===== config.mk =====
export PLATFORM = sky130hd
export DESIGN_NAME = host_from_breakout
export DESIGN_NICKNAME = d
export VERILOG_FILES = /design/src/rtl/breakout_link_pkg.sv /design/src/rtl/link_sync_edge.sv /design/src/rtl/host_from_breakout.sv
export SDC_FILE = /design/constraint.sdc
export NUM_CORES = 1
export LEC_CHECK = 0
export BUFFER_PORTS_ARGS = -buffer_cell sky130_fd_sc_hd__buf_2
export CORE_MARGIN = 3
export CORE_UTILIZATION = 35
export DETAILED_ROUTE_END_ITERATION = 8
export GPL_TIMING_DRIVEN = 0
export PLACE_DENSITY_LB_ADDON = 0.2
export SYNTH_ARGS = -nofsm -noshare
export SYNTH_HDL_FRONTEND = slang
export SYNTH_SLANG_ARGS = --single-unit

===== constraint.sdc =====
create_clock -name i_clk -period 3.2 [get_ports i_clk]
set_input_delay 0.64 -clock i_clk [delete_from_list [all_inputs] [get_ports i_clk]]
set_output_delay 0.64 -clock i_clk [all_outputs]
set_load 0.01 [all_outputs]

===== src/rtl/breakout_link_pkg.sv =====
// ---------------------------------------------------------------------------
// breakout_link_pkg
// Shared definitions for the breakout serial status link (serialiser and
// host receiver): frame length, field widths, lane bit mapping and the
// receiver state type.
//
// Configuration macro: HOST_RX_PARITY_EN
//   defined   -> each lane carries an 11th bit, even parity over its 10 data bits
//   undefined -> 10-bit frame, no parity
// ---------------------------------------------------------------------------
package breakout_link_pkg;

    localparam int FRAME_BITS = 10;
    localparam int PORT_W     = 8;
    localparam int BUTTON_W   = 8;
    localparam int LINK_POW_W = 4;

`ifdef HOST_RX_PARITY_EN
    localparam int FRAME_EDGES = FRAME_BITS + 1;
`else
    localparam int FRAME_EDGES = FRAME_BITS;
`endif

    // Lane bit mapping inside the 10-bit data word (bit 9 is sent first):
    //   lane 0 = {port[7:0],   link_pow[3:2]}
    //   lane 1 = {button[7:0], link_pow[1:0]}
    localparam int LANE_WORD_MSB = 9;
    localparam int LANE_WORD_LSB = 2;
    localparam int LANE_POW_MSB  = 1;
    localparam int LANE_POW_LSB  = 0;

    typedef enum logic [1:0] {
        HUNT  = 2'd0,
        WAIT  = 2'd1,
        SHIFT = 2'd2
    } rx_state_t;

    // True when data bits plus trailing parity bit XOR to zero.
    function automatic logic even_parity_ok(input logic [FRAME_EDGES-1:0] lane);
        return ~(^lane);
    endfunction

endpackage


===== src/rtl/link_sync_edge.sv =====
// ---------------------------------------------------------------------------
// link_sync_edge
// Brings the three asynchronous link wires into the host clock domain through
// SYNC_STAGES flip-flops each and flags rising edges of the serial clock.
// Data lanes go through the same depth as the clock, so on the cycle `rise`
// is high the synchronised lanes hold the bit launched with that edge.
//
// Ports
//   clk       in  host clock
//   rst_n     in  asynchronous active-low reset
//   clk_s     in  serial clock (async, idles high)
//   d0_s      in  serial lane 0 (async)
//   d1_s      in  serial lane 1 (async)
//   clk_sync  out synchronised serial clock
//   d0_sync   out synchronised lane 0
//   d1_sync   out synchronised lane 1
//   rise      out one-cycle strobe on a rising edge of clk_sync
// ---------------------------------------------------------------------------
module link_sync_edge #(
    parameter int SYNC_STAGES = 2
) (
    input  logic clk,
    input  logic rst_n,
    input  logic clk_s,
    input  logic d0_s,
    input  logic d1_s,
    output logic clk_sync,
    output logic d0_sync,
    output logic d1_sync,
    output logic rise
);

    logic [SYNC_STAGES-1:0] clk_pipe;
    logic [SYNC_STAGES-1:0] d0_pipe;
    logic [SYNC_STAGES-1:0] d1_pipe;
    logic                   clk_prev;

    // Clock chain resets to the idle-high level so release does not fake an edge.
    always_ff @(posedge clk or negedge rst_n) begin
        if (!rst_n) begin
            clk_pipe <= '1;
            d0_pipe  <= '0;
            d1_pipe  <= '0;
            clk_prev <= 1'b1;
        end else begin
            clk_pipe <= {clk_pipe[SYNC_STAGES-2:0], clk_s};
            d0_pipe  <= {d0_pipe[SYNC_STAGES-2:0], d0_s};
            d1_pipe  <= {d1_pipe[SYNC_STAGES-2:0], d1_s};
            clk_prev <= clk_pipe[SYNC_STAGES-1];
        end
    end

    assign clk_sync = clk_pipe[SYNC_STAGES-1];
    assign d0_sync  = d0_pipe[SYNC_STAGES-1];
    assign d1_sync  = d1_pipe[SYNC_STAGES-1];
    assign rise     = clk_sync & ~clk_prev;

endmodule


===== src/rtl/host_from_breakout.sv =====
// ---------------------------------------------------------------------------
// host_from_breakout
// Host-side receiver for the breakout serial status link. Oversamples the
// 3-wire link in the i_clk domain, frames on idle gaps, and presents each good
// frame as port/button/link-power words with a one-cycle valid strobe.
//
// Configuration macro: HOST_RX_PARITY_EN (11-edge frame with per-lane even
// parity; default build is a 10-edge frame without parity).
//
// Parameters
//   SYNC_STAGES  synchroniser depth (>= 2)
//   IDLE_CYCLES  high, edge-free cycles that delimit a frame (>= 2)
//   LOSS_CYCLES  edge-free cycles before lock is dropped (> IDLE_CYCLES)
// Ports
//   i_clk        in   host clock
//   i_reset_n    in   asynchronous active-low reset
//   i_clk_s      in   serial clock, async, idles high
//   i_d0_s       in   serial lane 0, async
//   i_d1_s       in   serial lane 1, async
//   o_port       out  [7:0] last good port word
//   o_button     out  [7:0] last good button word
//   o_link_pow   out  [3:0] last good link-power word
//   o_valid      out  one-cycle strobe, outputs just updated
//   o_frame_err  out  one-cycle strobe, frame discarded
//   o_locked     out  high after a good frame, low on error or link loss
// ---------------------------------------------------------------------------
module host_from_breakout
    import breakout_link_pkg::*;
#(
    parameter int SYNC_STAGES = 2,
    parameter int IDLE_CYCLES = 16,
    parameter int LOSS_CYCLES = 4096
) (
    input  logic                  i_clk,
    input  logic                  i_reset_n,
    input  logic                  i_clk_s,
    input  logic                  i_d0_s,
    input  logic                  i_d1_s,
    output logic [PORT_W-1:0]     o_port,
    output logic [BUTTON_W-1:0]   o_button,
    output logic [LINK_POW_W-1:0] o_link_pow,
    output logic                  o_valid,
    output logic                  o_frame_err,
    output logic                  o_locked
);

    localparam int IDLE_W = $clog2(IDLE_CYCLES + 1);
    localparam int LOSS_W = $clog2(LOSS_CYCLES + 1);
    localparam int CNT_W  = $clog2(FRAME_EDGES + 2);

    logic clk_sync;
    logic d0_sync;
    logic d1_sync;
    logic rise;

    link_sync_edge #(
        .SYNC_STAGES (SYNC_STAGES)
    ) u_sync (
        .clk      (i_clk),
        .rst_n    (i_reset_n),
        .clk_s    (i_clk_s),
        .d0_s     (i_d0_s),
        .d1_s     (i_d1_s),
        .clk_sync (clk_sync),
        .d0_sync  (d0_sync),
        .d1_sync  (d1_sync),
        .rise     (rise)
    );

    // Gap and link-loss timing
    // Both counters load 1 on an edge so the edge cycle itself is counted; the
    // registered result of a strobe fired at count N-1 then appears exactly N
    // cycles after the edge. Strobes fire once, then the counters saturate.
    logic [IDLE_W-1:0] idle_cnt;
    logic [LOSS_W-1:0] loss_cnt;
    logic              gap;
    logic              lost;

    always_ff @(posedge i_clk or negedge i_reset_n) begin
        if (!i_reset_n) begin
            idle_cnt <= '0;
            loss_cnt <= '0;
        end else begin
            if (rise)
                idle_cnt <= IDLE_W'(1);
            else if (!clk_sync)
                idle_cnt <= '0;
            else if (idle_cnt != IDLE_W'(IDLE_CYCLES))
                idle_cnt <= idle_cnt + 1'b1;

            if (rise)
                loss_cnt <= LOSS_W'(1);
            else if (loss_cnt != LOSS_W'(LOSS_CYCLES))
                loss_cnt <= loss_cnt + 1'b1;
        end
    end

    assign gap  = ~rise & clk_sync & (idle_cnt == IDLE_W'(IDLE_CYCLES - 1));
    assign lost = ~rise & (loss_cnt == LOSS_W'(LOSS_CYCLES - 1));

    // Frame state machine
    rx_state_t         state;
    rx_state_t         state_next;
    logic [CNT_W-1:0]  bit_cnt;
    logic [CNT_W-1:0]  bit_cnt_next;
    logic              shift_en;
    logic              commit;
    logic              frame_err;
    logic              parity_ok;

    logic [FRAME_EDGES-1:0] lane0_sh;
    logic [FRAME_EDGES-1:0] lane1_sh;
    logic [FRAME_BITS-1:0]  data0;
    logic [FRAME_BITS-1:0]  data1;

    assign data0 = lane0_sh[FRAME_EDGES-1 -: FRAME_BITS];
    assign data1 = lane1_sh[FRAME_EDGES-1 -: FRAME_BITS];

`ifdef HOST_RX_PARITY_EN
    assign parity_ok = even_parity_ok(lane0_sh) & even_parity_ok(lane1_sh);
`else
    assign parity_ok = 1'b1;
`endif

    always_ff @(posedge i_clk or negedge i_reset_n) begin
        if (!i_reset_n) begin
            state   <= HUNT;
            bit_cnt <= '0;
        end else begin
            state   <= state_next;
            bit_cnt <= bit_cnt_next;
        end
    end

    always_comb begin
        state_next   = state;
        bit_cnt_next = bit_cnt;
        shift_en     = 1'b0;
        commit       = 1'b0;
        frame_err    = 1'b0;
        unique case (state)
            HUNT: begin
                if (gap)
                    state_next = WAIT;
            end
            WAIT: begin
                if (rise) begin
                    state_next   = SHIFT;
                    bit_cnt_next = CNT_W'(1);
                    shift_en     = 1'b1;
                end
            end
            SHIFT: begin
                if (rise) begin
                    if (bit_cnt == CNT_W'(FRAME_EDGES)) begin
                        // One edge too many: drop and resynchronise on a fresh gap.
                        frame_err  = 1'b1;
                        state_next = HUNT;
                    end else begin
                        shift_en     = 1'b1;
                        bit_cnt_next = bit_cnt + 1'b1;
                    end
                end else if (gap) begin
                    state_next = WAIT;
                    if (bit_cnt == CNT_W'(FRAME_EDGES) && parity_ok)
                        commit = 1'b1;
                    else
                        frame_err = 1'b1;
                end
            end
            default: state_next = HUNT;
        endcase
    end

    // Lane shift registers: contents only matter once bit_cnt says a frame is complete.
    always_ff @(posedge i_clk) begin
        if (shift_en) begin
            lane0_sh <= {lane0_sh[FRAME_EDGES-2:0], d0_sync};
            lane1_sh <= {lane1_sh[FRAME_EDGES-2:0], d1_sync};
        end
    end

    // Output registers
    always_ff @(posedge i_clk or negedge i_reset_n) begin
        if (!i_reset_n) begin
            o_port      <= '0;
            o_button    <= '0;
            o_link_pow  <= '0;
            o_valid     <= 1'b0;
            o_frame_err <= 1'b0;
            o_locked    <= 1'b0;
        end else begin
            o_valid     <= commit;
            o_frame_err <= frame_err;
            if (commit) begin
                o_port     <= data0[LANE_WORD_MSB:LANE_WORD_LSB];
                o_button   <= data1[LANE_WORD_MSB:LANE_WORD_LSB];
                o_link_pow <= {data0[LANE_POW_MSB:LANE_POW_LSB],
                               data1[LANE_POW_MSB:LANE_POW_LSB]};
            end
            if (commit)
                o_locked <= 1'b1;
            else if (frame_err || lost)
                o_locked <= 1'b0;
        end
    end

endmodule


==> results of run 1 <==
==> sequential cells by signal, indices dropped and copies added (netlist names), 4 cells and up <==
name / cells
bit_cnt: 4
data0: 10
data1: 10
idle_cnt: 5
loss_cnt: 13
o_button: 8
o_link_pow: 4
o_port: 8
==> final timing paths <==
check	end	cells past startpoint
setup / recovery	data1[6]$_DFFE_PP_	6
hold / removal	o_port[6]$_DFFE_PN0P_	1
setup reg to reg	data1[6]$_DFFE_PP_	6
hold reg to reg	u_sync.clk_pipe[1]$_DFF_PN1_	0
max in group asynchronous	loss_cnt[7]$_DFFE_PN0P_	1
min in group i_clk	u_sync.clk_pipe[1]$_DFF_PN1_	0
==> area by class of cell <==
cell class | instances | share of cell area
Timing Repair Buffer | 28 | 0.0423
Clock inverter | 6 | 0.0192
Sequential cell | 74 | 0.555
Inverter | 10 | 0.0107
Clock buffer | 10 | 0.0362
Tap cell | 105 | 0.0373
Buffer | 8 | 0.0135
Multi-Input combinational cell | 140 | 0.285
==> per-layer routing <==
metal	vias to the layer above	global-route usage	wire (um)
li1	902	-	-
met1	894	0.171	2640
met2	36	0.163	2270
met3	7	0.0351	248
met4	0	0.0504	63
met5	-	0	0
==> synth_stat cells (all sizes together) (2+ instances only) <==
cell | n | area [um2]
nand3b | 2 | 15.0
ha | 11 | 138
nor2 | 13 | 48.8
buf | 5 | 35.0
mux2 | 20 | 225
nor4b | 2 | 17.5
nor4 | 2 | 18.8
nand4 | 6 | 37.5
or3 | 2 | 12.5
nor2b | 2 | 12.5
and3 | 2 | 12.5
xnor2 | 6 | 52.6
dfrtp | 51 | 1280
nor3 | 6 | 30.0
a22o | 2 | 18.8
edfxtp | 20 | 601
a21oi | 9 | 45.0
clkbuf | 3 | 12.5
inv | 10 | 37.5
nand3 | 13 | 65.1
xor2 | 5 | 43.8
nand2b | 3 | 18.8
o21ai | 9 | 45.0
nand2 | 14 | 52.6
dfstp | 3 | 78.8
==> worst register-to-register path, delay by kind of cell, from the launching register on <==
family          cells  cell delay, ps
flops               1             420
simple gates        1             500
fa+ha+maj           1             170
buf+inv             3             680
compound gates      1             140
==> cells by family after synthesis <==
logic type | synth area share
AOI/OAI and AO/OA | 0.0547
and+or+nand+nor | 0.120
muxes | 0.0773
buffers and inverters | 0.0280
DFF | 0.643
adders and majority gates | 0.0452
xor gates and xnor gates | 0.0317
==> power breakdown <==
group	internal, mW	leakage (nW)	switching [mW]
clock network	0.363	0.0929	0.356
registers	0.992	0.906	0.0196
logic	0.0440	0.575	0.0729
total	1.40	1.57	0.448
==> results.txt, run 1 <==
The run finished with clean final reports. The synthesized area per cell is 13.1 um2. The detail route stage leaves a number of antenna-violating nets equal to 0. The starting DRC count in detailed routing is 69. Data on the critical path arrives at its endpoint at 2250 ps. In the finished design, the share of the clock period the worst path needs comes to 0.689.

The required arrival time at the worst endpoint came out at 3240 ps. The setup slack of the critical path after layout came out at 995 ps. The standard-cell row count is 33.

The worst setup path is of the reg2reg kind. The root buffer cell chosen for the clock tree is sky130_fd_sc_hd__clkbuf_8. The die covers 9850 um2.

From synthesis to final layout, the design area changed by 15.7%. The slack of the worst reg-to-reg path is 1000 ps. Tracing the worst setup path back leads to its startpoint at state[0]$_DFFE_PN0P_. Clock latency on the worst-skew pair, taken at its later pin, is 340 ps. The number of filler cells placed in the layout came out at 805.

The cell count after placement is 365. In this run the cell area measured after placement is 3320 um2. The final hold slack is 325 ps. The largest net degree at the start of global routing came out at 55.

Across every metal layer, demand over resource in global routing totals 0.118. The critical path goes through inv_1, ha_1, clkbuf_1, a21oi_1, nor2_2, buf_6. The number of hold buffers added after cts is 0. For this design the top-level I/O count stands at 28. The H-tree depth reported by CTS is 3. Prior to clock tree synthesis, the placed netlist has a worst setup slack of 954 ps. Setup repair after global routing left no endpoint under its margin. The cell leakage power is 1.57 nW. The slew at the pin closest to its max-slew limit came out at 691 ps. The worst setup path is captured at a flip-flop. The effective utilization at floorplan came out at 0.365. The sum of net half-perimeters after detailed placement came out at 3.44 mm. The routed via count is 1839. The synthesized cell area is 3040 um2.

The top cell types in the final layout, fill and taps aside, are sky130_fd_sc_hd__dfrtp_1, sky130_fd_sc_hd__buf_2, sky130_fd_sc_hd__edfxtp_1. The worst setup path is launched from a flip-flop. In this run the post-CTS setup repair buffer count came out at 0. The leftover overflow at the end of global routing is 0. The number of global-route vias before repair is 1800. The post-detailed-route via-to-cell ratio came out at 4.83. The Yosys step of the flow raised 0 warnings. Yosys mapped a number of flops with a built-in enable equal to 20. The number of antenna cells inserted came out at 0.

Across the run, the number of max-cap violations was 0. The worst-case IR drop observed on VDD is 0.000234 V. The CTS buffer count came out at 9.

The final count of pins violating max slew is 0. The largest stage delay on the critical path is 500 ps. The multi-input combinational cells in the finished layout cover a total of 1000 um2. Setup violations remaining at the end of the flow were counted as 0. The number of sinks on the clock net came out at 74.

The power density relative to cell area came out at 525 nW/um2. The count of placed standard cells in the final layout, fillers left out came out at 381. In the synthesized netlist the dominant register cell turns out to be sky130_fd_sc_hd__dfrtp_1. The time the worst path needs with I/O delays and setup is 2200 ps. The buffer depth of the longest clock path is 2. The most common cell after layout, fill and taps aside is sky130_fd_sc_hd__dfrtp_1. TritonCTS built the clock tree. The register cell area after layout is 1960 um2. The number of antenna violations at the first check in global routing is 0. Based on the critical path, the design can be clocked at up to 454 MHz. The placeable core region came out at 8340 um2. The last weighted congestion value of the routability-driven placer came out at 0.758.

Counting both buffers and inverters, the worst setup path holds a total of 3. The maximum fanout along the worst path came out at 11. The share of post-route cells with drive strength above 1 came out at 0.264. The first global-routing pass estimated 8.99 mm of wire. After detailed routing, the number of remaining DRC violations is 0. The critical register-to-register path startpoint is state[0]$_DFFE_PN0P_.

The width of the die came out at 99.2 um. On the critical path, the stage with the largest delay is an instance of sky130_fd_sc_hd__nor2_2. The final design area excluding fillers came out at 3520 um2. The count of endpoints failing hold in the final timing report is 0. The post-CTS resize count is 0. For this block, the routed nets add up to 5.22 mm of wire. The die is 99.2 um tall. Headroom to the max-slew limit came out at 0.539.

Broken down by cell family, the worst path's largest delay share belongs to buffers and inverters. The final core utilization came out at 0.422. The worst-case clock skew is 10.8 ps. The number of buffers inserted by port buffering came out at 27.

The min-delay analysis places its worst path in the category in2async. The number of distinct library cells after synthesis is 43. The detailed-route wire length per cell came out at 13.7 um. The clock-pin slew reported for the worst setup and hold paths after clock tree synthesis came out at 90 ps.

The overall power consumption came out at 1.85 mW. The async set-reset flop share out of synthesis is 0.730. The synthesized instance count came out at 232. The total number of nets in the final design came out at 287. The setup TNS came out at 0 ps. The sequential element share of the synthesized area is 0.643. After synthesis the netlist holds a flip-flop and latch count of 74. The post-synth net total is 248. Before antenna repair, the detailed router went through 4 iterations.
Power figures use the tool's default switching activity.
==> inputs of run 2 (changes only) <==
==> constraint.sdc (replaced) <==
create_clock -name i_clk -period 1.9 [get_ports i_clk]
set_input_delay 0.38 -clock i_clk [delete_from_list [all_inputs] [get_ports i_clk]]
set_output_delay 0.38 -clock i_clk [all_outputs]
set_load 0.01 [all_outputs]
==> results.txt, run 2 (synthesis results as in run 1) <==
The critical setup path kind is reg2reg (unchanged). The maximum vdd drop came out at 0.000568 V (was 0.000234 V). The register with the highest flop count is loss_cnt (unchanged). The area growth from synthesis to final layout came out at 27.0% (was 15.7%). The number of global-route vias before repair came out at 1917 (was 1800). The count of placed standard cells in the final layout, fillers left out came out at 397 (was 381). The relative contribution of the clock network to total power is 0.435 (was 0.389). The kind of end point of the critical path is a flip-flop (unchanged). The slew at the pin closest to its max-slew limit is 533 ps (was 691 ps). The cell count after placement is 364 (was 365). The power share of the sequential group came out at 0.503 (was 0.548).

The share of post-route cells with drive strength above 1 is 0.325 (was 0.264). The number of sinks on the clock net is 74 (unchanged). The later-pin clock latency in the skew report came out at 330 ps (was 340 ps). The first-pass GRT wire length was 9.34 mm (was 8.99 mm). The sum of net half-perimeters after detailed placement came out at 3.31 mm (was 3.44 mm). The vertical die dimension came to 99.2 um (unchanged). The clock root buffer was sky130_fd_sc_hd__clkbuf_8 (unchanged). RSZ-0062 raised after global routing: true (was false).

The startpoint type of the worst setup path was a flip-flop (unchanged). The maximum achievable frequency was 511 MHz (was 454 MHz). Top library cells by usage in the layout, fill and taps aside: sky130_fd_sc_hd__dfrtp_1, sky130_fd_sc_hd__buf_2, sky130_fd_sc_hd__edfxtp_1 (unchanged).

The post-detailed-routing wire length came to 5.57 mm (was 5.22 mm). The largest stage delay on the critical path was 370 ps (was 500 ps). The setup slack of the critical path after layout came out at -55.3 ps (was 995 ps). The number of antenna cells inserted is 0 (unchanged). The clock-pin slew reported for the worst setup and hold paths after clock tree synthesis came out at 70 ps (was 90 ps). The cell with the largest stage delay on the worst path was sky130_fd_sc_hd__dfrtp_1 (was sky130_fd_sc_hd__nor2_2). The path category of the worst min-delay check is in2reg (was in2async). The routed via count is 1933 (was 1839).

The first-pass iteration count of the detailed router is 4 (unchanged). The total number of nets in the final design came out at 303 (was 287). The number of flip-flops in the largest register came out at 13 (unchanged). Cell-by-cell trace of the critical path: ha_2, and3_4, ha_4, nand4_1, nor2_4, clkbuf_16, mux2_2 (was inv_1, ha_1, clkbuf_1, a21oi_1, nor2_2, buf_6). The power density relative to cell area came out at 876 nW/um2 (was 525 nW/um2). The worst-case clock skew is 4.77 ps (was 10.8 ps).

The CTS buffer count is 9 (unchanged). The H-tree depth reported by CTS is 3 (unchanged). The die area is 9850 um2 (unchanged). The count of endpoints failing hold in the final timing report came out at 0 (unchanged). The width of the die came out at 99.2 um (unchanged).

The TritonCTS clock tree is yes (unchanged). The number of filler cells placed in the layout is 766 (was 805). The number of failing setup endpoints in the final timing report was 18 (was 0). The max-cap check violation count came out at 0 (unchanged). The worst max-slew margin expressed relative to the limit came out at 0.642 (was 0.539). The buffer depth of the longest clock path came out at 2 (unchanged). The required arrival time at the worst endpoint is 2120 ps (was 3240 ps).

The largest net degree at the start of global routing came out at 55 (unchanged). Result of the run: finished, violations left (was completed). The last weighted congestion value of the routability-driven placer was 0.791 (was 0.758). The cell-internal power came out at 2.66 mW (was 1.40 mW).

The overall power consumption is 3.39 mW (was 1.85 mW). The total global-route track usage is 0.120 (was 0.118). The number of antenna violations at the first check in global routing came out at 0 (unchanged). The switching part of the total came out at 0.213 (was 0.243).

The standard-cell row count came to 33 (unchanged). The final core utilization was 0.463 (was 0.422). The final hold slack is 142 ps (was 325 ps). The pre-CTS setup slack came out at -180 ps (was 954 ps).

The most common cell after layout, fill and taps aside is sky130_fd_sc_hd__dfrtp_1 (unchanged). The DRC violation count after routing is 0 (unchanged). The effective utilization at floorplan is 0.365 (unchanged). The count of nets left with antenna violations after detail routing is 0 (unchanged).

The data arrival at the endpoint of the critical path is 2180 ps (was 2250 ps). The cell leakage power came to 1.71 nW (was 1.57 nW). The maximum fanout along the worst path came out at 5 (was 11). The proportion of power drawn by combinational gates came out at 0.062 (was 0.063).

The final reports fail on negative setup slack. The final count of pins violating max slew came out at 0 (unchanged). The placeable core region is 8340 um2 (unchanged). The leftover overflow at the end of global routing came to 0 (unchanged). The number of primary I/O pins was 28 (unchanged). The net switching component of the power came out at 722 uW (was 448 uW). The time the worst path needs with I/O delays and setup is 1960 ps (was 2200 ps). The detailed-route wire length per cell is 14.0 um (was 13.7 um). The post-detailed-route via-to-cell ratio is 4.87 (was 4.83). The fraction of the cycle the final worst path needs came out at 1.03 (was 0.689). The starting DRC count in detailed routing came out at 58 (was 69). The number of buffers inserted by port buffering came out at 27 (unchanged).
## run 2: per-layer routing
layer / global-route usage / vias up / wire (um)
li1: - / 940 / -
met5: 0 / - / 0
met2: 0.180 / 37 / 2610
met1: 0.159 / 951 / 2650
met3: 0.0386 / 5 / 239
met4: 0.0546 / 0 / 73
## run 2: power by group through the flow
stage / clock network (mW) / registers (mW) / logic [mW]
finish: 1.47 / 1.70 / 0.210
global route: 1.60 / 1.71 / 0.248
CTS: 1.54 / 1.70 / 0.209
detailed placement: 0 / 1.74 / 0.202
global placement: 0 / 1.74 / 0.201
floorplan: 0 / 1.73 / 0.141
## run 2: critical path, delay by kind of cell (launching register included)
kind | cells | cell delay [ps]
muxes | 1 | 320
adders and majority gates | 2 | 320
DFF | 1 | 370
buffers and inverters | 1 | 200
and+or+nand+nor | 3 | 620
## run 2: final timing paths
| check | start | endpoint | slack (ps) | cells past startpoint |
|---|---|---|---|---|
| min reg2reg | u_sync.d0_pipe[0]$_DFF_PN0_ | u_sync.d0_pipe[1]$_DFF_PN0_ | 350 | 0 |
| max | idle_cnt[0]$_DFFE_PN0P_ | o_port[0]$_DFFE_PN0P_ | -60 | 7 |
| min | i_clk_s | u_sync.clk_pipe[0]$_DFF_PN1_ | 140 | 1 |
| max reg2reg | idle_cnt[0]$_DFFE_PN0P_ | o_port[0]$_DFFE_PN0P_ | -60 | 7 |
| min in group asynchronous | i_reset_n | o_port[4]$_DFFE_PN0P_ | 480 | 2 |
| max in group asynchronous | i_reset_n | u_sync.clk_pipe[1]$_DFF_PN1_ | 820 | 3 |
## run 2: area by class of cell
type,instances,area (um2),area share
inverters,10,37.5,0.00971
multi-input cells,141,1110,0.288
clock buffers,10,138,0.0356
repair buffers,43,317,0.0819
well taps,105,131,0.0340
flip-flops and latches,74,1960,0.506
plain buffers,8,60.1,0.0155
clock inverters,6,114,0.0295
## run 2: repair_timing
action	CTS	global route
buffers inserted	7	5
setup endpoints to repair	39	44
pin swaps	2	4
endpoints found under the hold margin	0	14
cloned	2	1
hold buffers	0	1
resized for setup	9	21
## run 2: per-stage QoR
stage,instance area (um2),setup TNS (ps)
5_1_grt,3860,-3360
4_1_cts,3680,-132
3_5_place_dp,3320,-6740
6_report,3860,-388
3_3_place_gp,3320,-6640
2_1_floorplan,3050,0
==> inputs of run 3 (changes only) <==
--- a/config.mk
+++ b/config.mk
@@ -6,7 +6,7 @@
 export NUM_CORES = 1
 export LEC_CHECK = 0
 export BUFFER_PORTS_ARGS = -buffer_cell sky130_fd_sc_hd__buf_2
-export CORE_MARGIN = 3
+export CORE_MARGIN = 10
 export CORE_UTILIZATION = 35
 export DETAILED_ROUTE_END_ITERATION = 8
 export GPL_TIMING_DRIVEN = 0
==> results.txt, run 3 (synthesis results as in run 1) <==
The maximum vdd drop is 0.000488 V (was 0.000568 V). The first-pass iteration count of the detailed router was 4 (unchanged). The slew at the pin closest to its max-slew limit is 697 ps (was 533 ps). The buffer depth of the longest clock path came out at 2 (unchanged). The DRC violation count after routing is 0 (unchanged). The relative contribution of the clock network to total power is 0.406 (was 0.435). The power share of the sequential group is 0.530 (was 0.503). Result of the run: completed (was finished, violations left). The required arrival time at the worst endpoint came out at 2120 ps (about the same).

The number of flip-flops in the largest register came to 13 (unchanged). The standard-cell row count came out at 33 (unchanged). The clock root buffer is sky130_fd_sc_hd__clkbuf_8 (unchanged).

Cell-by-cell trace of the critical path: ha_2, and3_4, ha_4, nand4_1, nor2_4, buf_6, buf_8, mux2_4 (was ha_2, and3_4, ha_4, nand4_1, nor2_4, clkbuf_16, mux2_2). The maximum achievable frequency is 528 MHz (was 511 MHz). The H-tree depth reported by CTS came out at 3 (unchanged). The total global-route track usage was 0.0908 (was 0.120). The worst-case clock skew is 12.1 ps (was 4.77 ps).

The last weighted congestion value of the routability-driven placer came to 0.772 (was 0.791). The number of failing setup endpoints in the final timing report came out at 0 (was 18). The number of antenna violations at the first check in global routing came out at 0 (unchanged).

The die area is 12800 um2 (was 9850 um2). The cell leakage power is 1.64 nW (was 1.71 nW). The later-pin clock latency in the skew report came out at 340 ps (was 330 ps). The data arrival at the endpoint of the critical path is 2120 ps (was 2180 ps). The critical setup path kind is reg2reg (unchanged). The largest net degree at the start of global routing came out at 55 (unchanged). The number of primary I/O pins is 28 (unchanged). The detailed-route wire length per cell is 14.1 um (was 14.0 um). The number of sinks on the clock net came to 74 (unchanged). The pre-CTS setup slack came out at -285 ps (was -180 ps).

The power density relative to cell area is 863 nW/um2 (was 876 nW/um2). The share of post-route cells with drive strength above 1 came out at 0.298 (was 0.325). The vertical die dimension is 113 um (was 99.2 um). The post-detailed-placement cell area is 3320 um2 (unchanged). The sum of net half-perimeters after detailed placement came to 3.55 mm (was 3.31 mm).

The kind of end point of the critical path was a flip-flop (unchanged). The largest stage delay on the critical path came out at 360 ps (was 370 ps). The placeable core region came out at 8340 um2 (unchanged). The routed via count is 1867 (was 1933). The switching part of the total is 0.226 (was 0.213). The number of filler cells placed in the layout is 783 (was 766). The leftover overflow at the end of global routing is 0 (unchanged). The setup slack of the critical path after layout is 5.86 ps (was -55.3 ps). The TritonCTS clock tree was yes (unchanged). The count of endpoints failing hold in the final timing report came out at 0 (unchanged). The width of the die is 113 um (was 99.2 um). The time the worst path needs with I/O delays and setup came out at 1890 ps (was 1960 ps). The total number of nets in the final design is 296 (was 303).

The area taken by multi-input logic gates came out at 1090 um2 (was 1110 um2). The clock-pin slew reported for the worst setup and hold paths after clock tree synthesis came out at 70 ps (about the same). The post-detailed-route via-to-cell ratio was 4.79 (was 4.87). The final count of pins violating max slew is 0 (unchanged).

The post-detailed-routing wire length came to 5.49 mm (was 5.57 mm). The most common cell after layout, fill and taps aside is sky130_fd_sc_hd__dfrtp_1 (unchanged). The startpoint type of the worst setup path is a flip-flop (unchanged). The cell with the largest stage delay on the worst path was sky130_fd_sc_hd__dfrtp_1 (unchanged). The final design area excluding fillers is 3720 um2 (was 3860 um2).

The max-cap check violation count was 0 (unchanged). The register with the highest flop count is loss_cnt (unchanged). The number of global-route vias before repair is 1861 (was 1917). The net switching component of the power came out at 725 uW (was 722 uW).

The path category of the worst min-delay check is in2async (was in2reg). The effective utilization at floorplan is 0.365 (unchanged). The number of buffers inserted by port buffering was 27 (unchanged). Top library cells by usage in the layout, fill and taps aside: sky130_fd_sc_hd__dfrtp_1, sky130_fd_sc_hd__buf_2, sky130_fd_sc_hd__edfxtp_1 (unchanged). The fraction of the cycle the final worst path needs is 0.997 (was 1.03). The area growth from synthesis to final layout came out at 22.4% (was 27.0%). The starting DRC count in detailed routing came out at 83 (was 58). The number of antenna cells inserted was 0 (unchanged). The count of nets left with antenna violations after detail routing is 0 (unchanged). The worst max-slew margin expressed relative to the limit came out at 0.535 (was 0.642). The proportion of power drawn by combinational gates is 0.064 (was 0.062). The register cell area after layout came out at 1960 um2 (unchanged).

The CTS buffer count came out at 9 (unchanged). RSZ-0062 raised after global routing: true (unchanged). The cell-internal power is 2.49 mW (was 2.66 mW). The first-pass GRT wire length came out at 9.45 mm (was 9.34 mm). The maximum fanout along the worst path came out at 5 (unchanged).
-- run 3: changes by cell type in the layout (fill, tap and decap cells not counted), sizes merged --
cell	change
buf	-5
dlygate4sd3	-1
clkinvlp	-1
bufinv	-1
clkinv	+1
-- run 3: final cells by class --
| class | count | area share |
|---|---|---|
| Inverter | 10 | 0.0101 |
| Buffer | 8 | 0.0161 |
| Sequential cell | 74 | 0.525 |
| Timing Repair Buffer | 36 | 0.0649 |
| Clock buffer | 11 | 0.0353 |
| Tap cell | 105 | 0.0353 |
| Multi-Input combinational cell | 141 | 0.292 |
| Clock inverter | 5 | 0.0215 |
-- run 3: worst paths after layout --
| check | from | to | slack (ps) | cells past startpoint |
|---|---|---|---|---|
| min reg2reg | u_sync.d1_pipe[0]$_DFF_PN0_ | u_sync.d1_pipe[1]$_DFF_PN0_ | 350 | 0 |
| max reg2reg | idle_cnt[0]$_DFFE_PN0P_ | o_link_pow[3]$_DFFE_PN0P_ | 6 | 8 |
| max in group asynchronous | i_reset_n | loss_cnt[1]$_DFFE_PN0P_ | 1350 | 1 |
| max | idle_cnt[0]$_DFFE_PN0P_ | o_link_pow[3]$_DFFE_PN0P_ | 6 | 8 |
| min | i_reset_n | o_port[5]$_DFFE_PN0P_ | 80 | 1 |
| min in group i_clk | i_d0_s | u_sync.d0_pipe[0]$_DFF_PN0_ | 140 | 1 |
-- run 3: power by group through the flow --
| stage | logic, mW | clock network [mW] | registers (mW) |
|---|---|---|---|
| after floorplan | 0.141 | 0 | 1.73 |
| after global placement | 0.200 | 0 | 1.73 |
| after detailed placement | 0.202 | 0 | 1.74 |
| after CTS | 0.209 | 1.35 | 1.70 |
| after global routing | 0.238 | 1.42 | 1.71 |
| final | 0.205 | 1.30 | 1.70 |
-- run 3: metrics by stage --
step | TNS [ps] | instances | total power [mW] | util | hold slack, ps
after floorplan | 0 | 232 | 1.87 | - | 84.4
after global placement | -8820 | 364 | 1.93 | 0.398 | 335
after detailed placement | -8980 | 364 | 1.94 | 0.398 | 337
after CTS | -154 | 387 | 3.26 | 0.440 | 113
after global routing | -1540 | 390 | 3.37 | 0.446 | 110
final | 0 | 390 | 3.21 | 0.446 | 79.6
-- run 3: what timing repair did --
action / in CTS / in global routing
hold buffers: 0 / 0
pin swaps: 3 / 2
gates cloned: 2 / 0
resized for setup: 17 / 6
setup buffers: 5 / 3
endpoints found under the setup margin: 40 / 40
-- run 3: critical path, delay by kind of cell, from the launching register on --
kind          cells  cell delay [ps]
flops             1              360
mux               1              300
fa+ha+maj         2              320
buf+inv           2              260
simple gates      3              550
-- run 3: metal layers --
metal	wire length, um	track usage
met4	65	0.0330
met1	2750	0.117
met2	2380	0.128
met3	305	0.0433
met5	0	0
